`config.mk`:
```
export PLATFORM = sky130hd
export DESIGN_NAME = mash_modulator
export DESIGN_NICKNAME = d
export VERILOG_FILES = /design/src/rtl/mash_modulator.sv
export SDC_FILE = /design/constraint.sdc
export NUM_CORES = 1
export LEC_CHECK = 0
export BUFFER_PORTS_ARGS = -buffer_cell sky130_fd_sc_hd__buf_4
export CAP_MARGIN = 30
export CORE_MARGIN = 2
export CORE_UTILIZATION = 67
export DETAILED_ROUTE_END_ITERATION = 12
export GPL_ROUTABILITY_DRIVEN = 0
export PLACE_DENSITY = 0.9
export SLEW_MARGIN = 20
export SYNTH_ARGS = -nofsm -noshare
export SYNTH_HDL_FRONTEND = slang
export SYNTH_SLANG_ARGS = --single-unit
export TNS_END_PERCENT = 1
```
`constraint.sdc`:
```
create_clock -name clk -period 14.2 [get_ports clk]
set_input_delay 1.42 -clock clk [delete_from_list [all_inputs] [get_ports clk]]
set_output_delay 1.42 -clock clk [all_outputs]
set_load 0.05 [all_outputs]
```
`src/rtl/mash_modulator.sv`:
```
// mash_modulator: MASH delta-sigma modulator with runtime order select, enable, fraction load and LSB dither
module mash_modulator #(
  parameter int WIDTH = 16,
  parameter int ORDER = 3,
  parameter logic [14:0] LFSR_SEED = 15'h0001,
  localparam int OUT_W = ORDER + 1
) (
  input  logic             clk,
  input  logic             rst,
  input  logic             en,
  input  logic [WIDTH-1:0] frac_in,
  input  logic             frac_load,
  input  logic [1:0]       order_sel,
  input  logic             dither_en,
  output logic [OUT_W-1:0] y_out,
  output logic             y_valid,
  output logic [ORDER-1:0] carry_out
);
  logic [WIDTH-1:0] frac_q, in_w;
  logic [WIDTH:0] sum;
  logic [WIDTH-1:0] acc [ORDER];
  logic [WIDTH-1:0] acc_nx [ORDER];
  logic [ORDER-1:0] act, c, h1, h2, h3;
  logic [2:0] req;
  logic [14:0] lfsr;
  logic [OUT_W-1:0] y;

  function automatic logic [OUT_W-1:0] z(input logic b);
    return {{(OUT_W-1){1'b0}}, b};
  endfunction

  // NCN term of stage k is c*(1-D)^k, so history weights are binomial coefficients
  always_comb begin
    req = {1'b0, order_sel} + 3'd1;
    in_w = frac_q + {{(WIDTH-1){1'b0}}, dither_en & lfsr[0]};
    sum = '0;
    y = '0;
    for (int k = 0; k < ORDER; k++) begin
      act[k] = 3'(k) < req;
      sum = {1'b0, acc[k]} + {1'b0, in_w};
      c[k] = act[k] & sum[WIDTH];
      acc_nx[k] = act[k] ? sum[WIDTH-1:0] : '0;
      in_w = sum[WIDTH-1:0];
      y = y + z(c[k]) - OUT_W'(k) * z(h1[k]) + OUT_W'(k * (k - 1) / 2) * z(h2[k])
            - OUT_W'(k * (k - 1) * (k - 2) / 6) * z(h3[k]);
    end
  end

  always_ff @(posedge clk) begin
    if (rst) begin
      frac_q <= '0;
      y_out <= '0;
      y_valid <= 1'b0;
      carry_out <= '0;
      h1 <= '0;
      h2 <= '0;
      h3 <= '0;
      lfsr <= LFSR_SEED;
      for (int k = 0; k < ORDER; k++) acc[k] <= '0;
    end else begin
      if (frac_load) frac_q <= frac_in;
      y_valid <= en;
      for (int k = 0; k < ORDER; k++) acc[k] <= en ? acc_nx[k] : (act[k] ? acc[k] : '0);
      h1 <= (en ? c : h1) & act;
      h2 <= (en ? h1 : h2) & act;
      h3 <= (en ? h2 : h3) & act;
      if (en) begin
        lfsr <= {lfsr[13:0], lfsr[14] ^ lfsr[13]};
        y_out <= y;
        carry_out <= c;
      end
    end
  end
endmodule
```
==> impl_metrics.py <==
metrics = {
    "worst_setup_path": {
        "end_kind": "flip-flop",
        "crit_path_top_delay_cell": "ha_1",
        "path_delay_family": "compound AO/OA/AOI/OAI gates",
        "r2r-start": "lfsr[0]",
        "cp_max_fo": 11,
        "r2r_cells": 29,
        "path_buf_inv": 2,
        "cp.arrival_ns": 7.52,
        "rrSetupSlack_ns": 7.67,
        "rr_endpoint": "y_out[2]",
        "crit_type": "primary input to flip-flop",
        "cp_slowest_stage_delay_ns": 0.47,
        "worstPathRequired_ns": 14.44,
        "crit_top_cell": "ha_1",
        "cp-start-kind": "primary input",
    },
    "sta": {
        "clock_skew_ns": 0.0190,
        "clock.fmax_mhz": 137,
        "hold_ws_ns": 0.475,
        "rsz0062_at_grt": "false",
        "worst_pin_slew_ns": 0.891,
        "period_share": 0.513,
        "tns_ns": 0,
        "setup_viol": 0,
        "fin_crit_ns": 7.28,
        "relSlewSlack": 0.406,
        "finalHoldViolations": 0,
        "drv_slew": 0,
    },
    "grt": {
        "grt_start_max_net_pins": 66,
        "grt_use_total": 0.299,
        "antenna_found_initial": 0,
        "grt-ovfl-total": 0,
        "grt_pass1_vias": 5340,
        "grt_pass1_wl_um": 24600,
    },
    "logic_synthesis": {
        "synth_area_leaders": "dfxtp_1 (29%), ha_1 (12%), mux2i_1 (8.8%), nor2_1 (6.5%), xnor2_1 (5.0%)",
        "ys_ff_latch": 90,
        "async_reset_ff_frac": 0,
        "synth_cells": 724,
        "synth_ff_type": "dfxtp_1",
        "synth_edf_count": 0,
        "avgSynthCellArea_um2": 8.50,
        "yosys.area.top_type": "dfxtp_1",
        "seq_area_frac_synth": 0.293,
        "synth.top_cell.area_share": 0.293,
        "yosysWarningCount": 0,
        "synth_cell_types": 62,
        "syn_area_mm2": 0.00615,
        "synth_fp_nets": 813,
    },
    "routing": {
        "detail_route.iter0.violations": 372,
        "num_vias": 5404,
        "wl_um": 14200,
        "drc": 0,
        "vias_per_cell": 6.37,
        "wire_per_inst_um": 16.8,
        "dr.pass1.iters": 5,
        "detail-route-antenna-nets": 0,
    },
    "power": {
        "combPwrFrac": 0.301,
        "clkPwrFrac": 0.283,
        "p_int_uw": 436,
        "seq_power_share": 0.416,
        "power_switching_uw": 236,
        "leakage_nw": 2.99,
        "p_per_area_mw_per_mm2": 102,
        "p_sw_frac": 0.351,
        "ir_worst_vdd_mv": 0.0750,
    },
    "cts": {
        "numCtsBuffers": 9,
        "ctsHtreeMaxLevel": 3,
        "cts_hold_buf": 0,
        "numClockSinks": 90,
        "cts_setup_buffers": 0,
        "cts_root_buffer": "clkbuf_8",
        "clock_latency_ns": 0.38,
        "cts_tree": "built",
        "clkTransAtPathRegs_ns": 0.09,
        "cts_resized": 0,
        "clk_path_buf_depth": 2,
    },
    "place": {
        "port_buffers": 30,
        "dpl-instance-area_mm2": 0.00639,
        "dpl.hpwl_um": 10100,
    },
    "die": {
        "rows": 34,
        "start_util": 0.698,
        "ios": 31,
        "die_y_um": 99.8,
        "core_mm2": 0.00881,
        "die_x_um": 99.8,
        "die_area_mm2": 0.00996,
    },
    "finish": {
        "final_cell_mix": "nor2_1 (106), dfxtp_1 (90), ha_1 (61)",
        "area_growth_pct": 7.34,
        "drive_gt1_frac": 0.0838,
        "nets": 824,
        "fin_util": 0.750,
        "fin_area_mm2": 0.00660,
        "antenna_cells": 0,
        "mostFrequentLayoutCell": "nor2_1",
    },
    "hold_path": {
        "hold_end": "y_out[3]",
        "hold_class": "flip-flop to flip-flop",
        "whs_path_depth": 2,
        "min-delay-start": "y_out[3]",
    },
    "status": {
        "status": "finished clean",
    },
    "flow_run": {
        "cap_violations": 0,
    },
}
==> cells in the mapped netlist, drive strengths merged, types with 2 or more instances <==
library cell and number:
nor4 2, o21bai 6, nand3b 5, a41oi 2
nor2b 2, a31o 4, ha 61, or4 2
o211ai 13, or3 4, a211o 3, o21a 7
a211oi 13, fa 5, xor2 18, dfxtp 90
o32ai 2, clkbuf 20, and3 9, nand3 25
inv 24, o221ai 3, nand2 43, nor3b 3
nor3 12, a21boi 3, buf 13, and2 4
nand4 10, a21o 17, xnor2 35, mux2i 54
a311o 2, o21ai 27, a31oi 6, nor2 106
a21oi 47, nand2b 9
==> per-stage QoR <==
step / std cells / setup WS, ns / power, mW
after floorplan: 724 / 7.60 / 0.439
after global placement: 831 / 6.97 / 0.470
after detailed placement: 832 / 6.72 / 0.482
after CTS: 848 / 7.01 / 0.670
after global routing: 848 / 6.43 / 0.706
final: 848 / 6.92 / 0.672
==> worst register-to-register path: cells and delay by family, from the launching register on <==
family                     cells  cell delay, ns
AOI/OAI and AO/OA             11            2.35
xor gates and xnor gates       4            0.68
adders and majority gates      6            1.91
buffers and inverters          1            0.07
DFF                            1            0.37
and+or+nand+nor                7            1.00
==> registers in the layout (all words and copies together), names as in the netlist <==
register,count
h1,2
y_out,4
lfsr,15
y_valid,1
carry_out,3
frac_q,16
acc,48
h2,1
==> kinds of logic after synthesis <==
| family | Yosys count | synth area share |
|---|---|---|
| DFF | 90 | 0.293 |
| AOI/OAI and AO/OA | 164 | 0.186 |
| xor gates and xnor gates | 53 | 0.0755 |
| adders and majority gates | 66 | 0.140 |
| and+or+nand+nor | 239 | 0.178 |
| muxes | 55 | 0.0897 |
| buffers and inverters | 57 | 0.0382 |
==> layout make-up <==
type	instances	area, µm²
Clock buffer	9	124
Clock inverter	7	90.1
Fill cell	601	2200
Inverter	24	90.1
Multi-Input combinational cell	577	4110
Sequential cell	90	1800
Tap cell	108	135
Timing Repair Buffer	33	248
==> layer usage <==
metal  up-vias  global-route usage  wire length, µm
li1       2606                   -                -
met1      2534               0.377             5960
met2       222               0.516             6980
met3        42              0.0487              923
met4         0               0.113              385
met5         -                   0                0
==> power by group through the flow <==
stage	Combinational, mW	Clock (mW)	Sequential (mW)
after floorplan	0.155	0	0.284
after global placement	0.187	0	0.284
after detailed placement	0.197	0	0.285
after CTS	0.200	0.191	0.279
after global routing	0.224	0.201	0.281
final	0.202	0.190	0.279
==> worst max-delay path by stage <==
stage                     to  cells after the start  slack, ns      start
CTS                 y_out[2]                     30       7.01  dither_en
global route        y_out[2]                     30       6.43  dither_en
global placement    y_out[2]                     30       6.97  dither_en
detailed placement  y_out[2]                     30       6.72  dither_en
finish              y_out[2]                     30       6.92  dither_en
floorplan           y_out[2]                     29       7.60  dither_en
No activity file was read; power rests on OpenSTA's default activity.
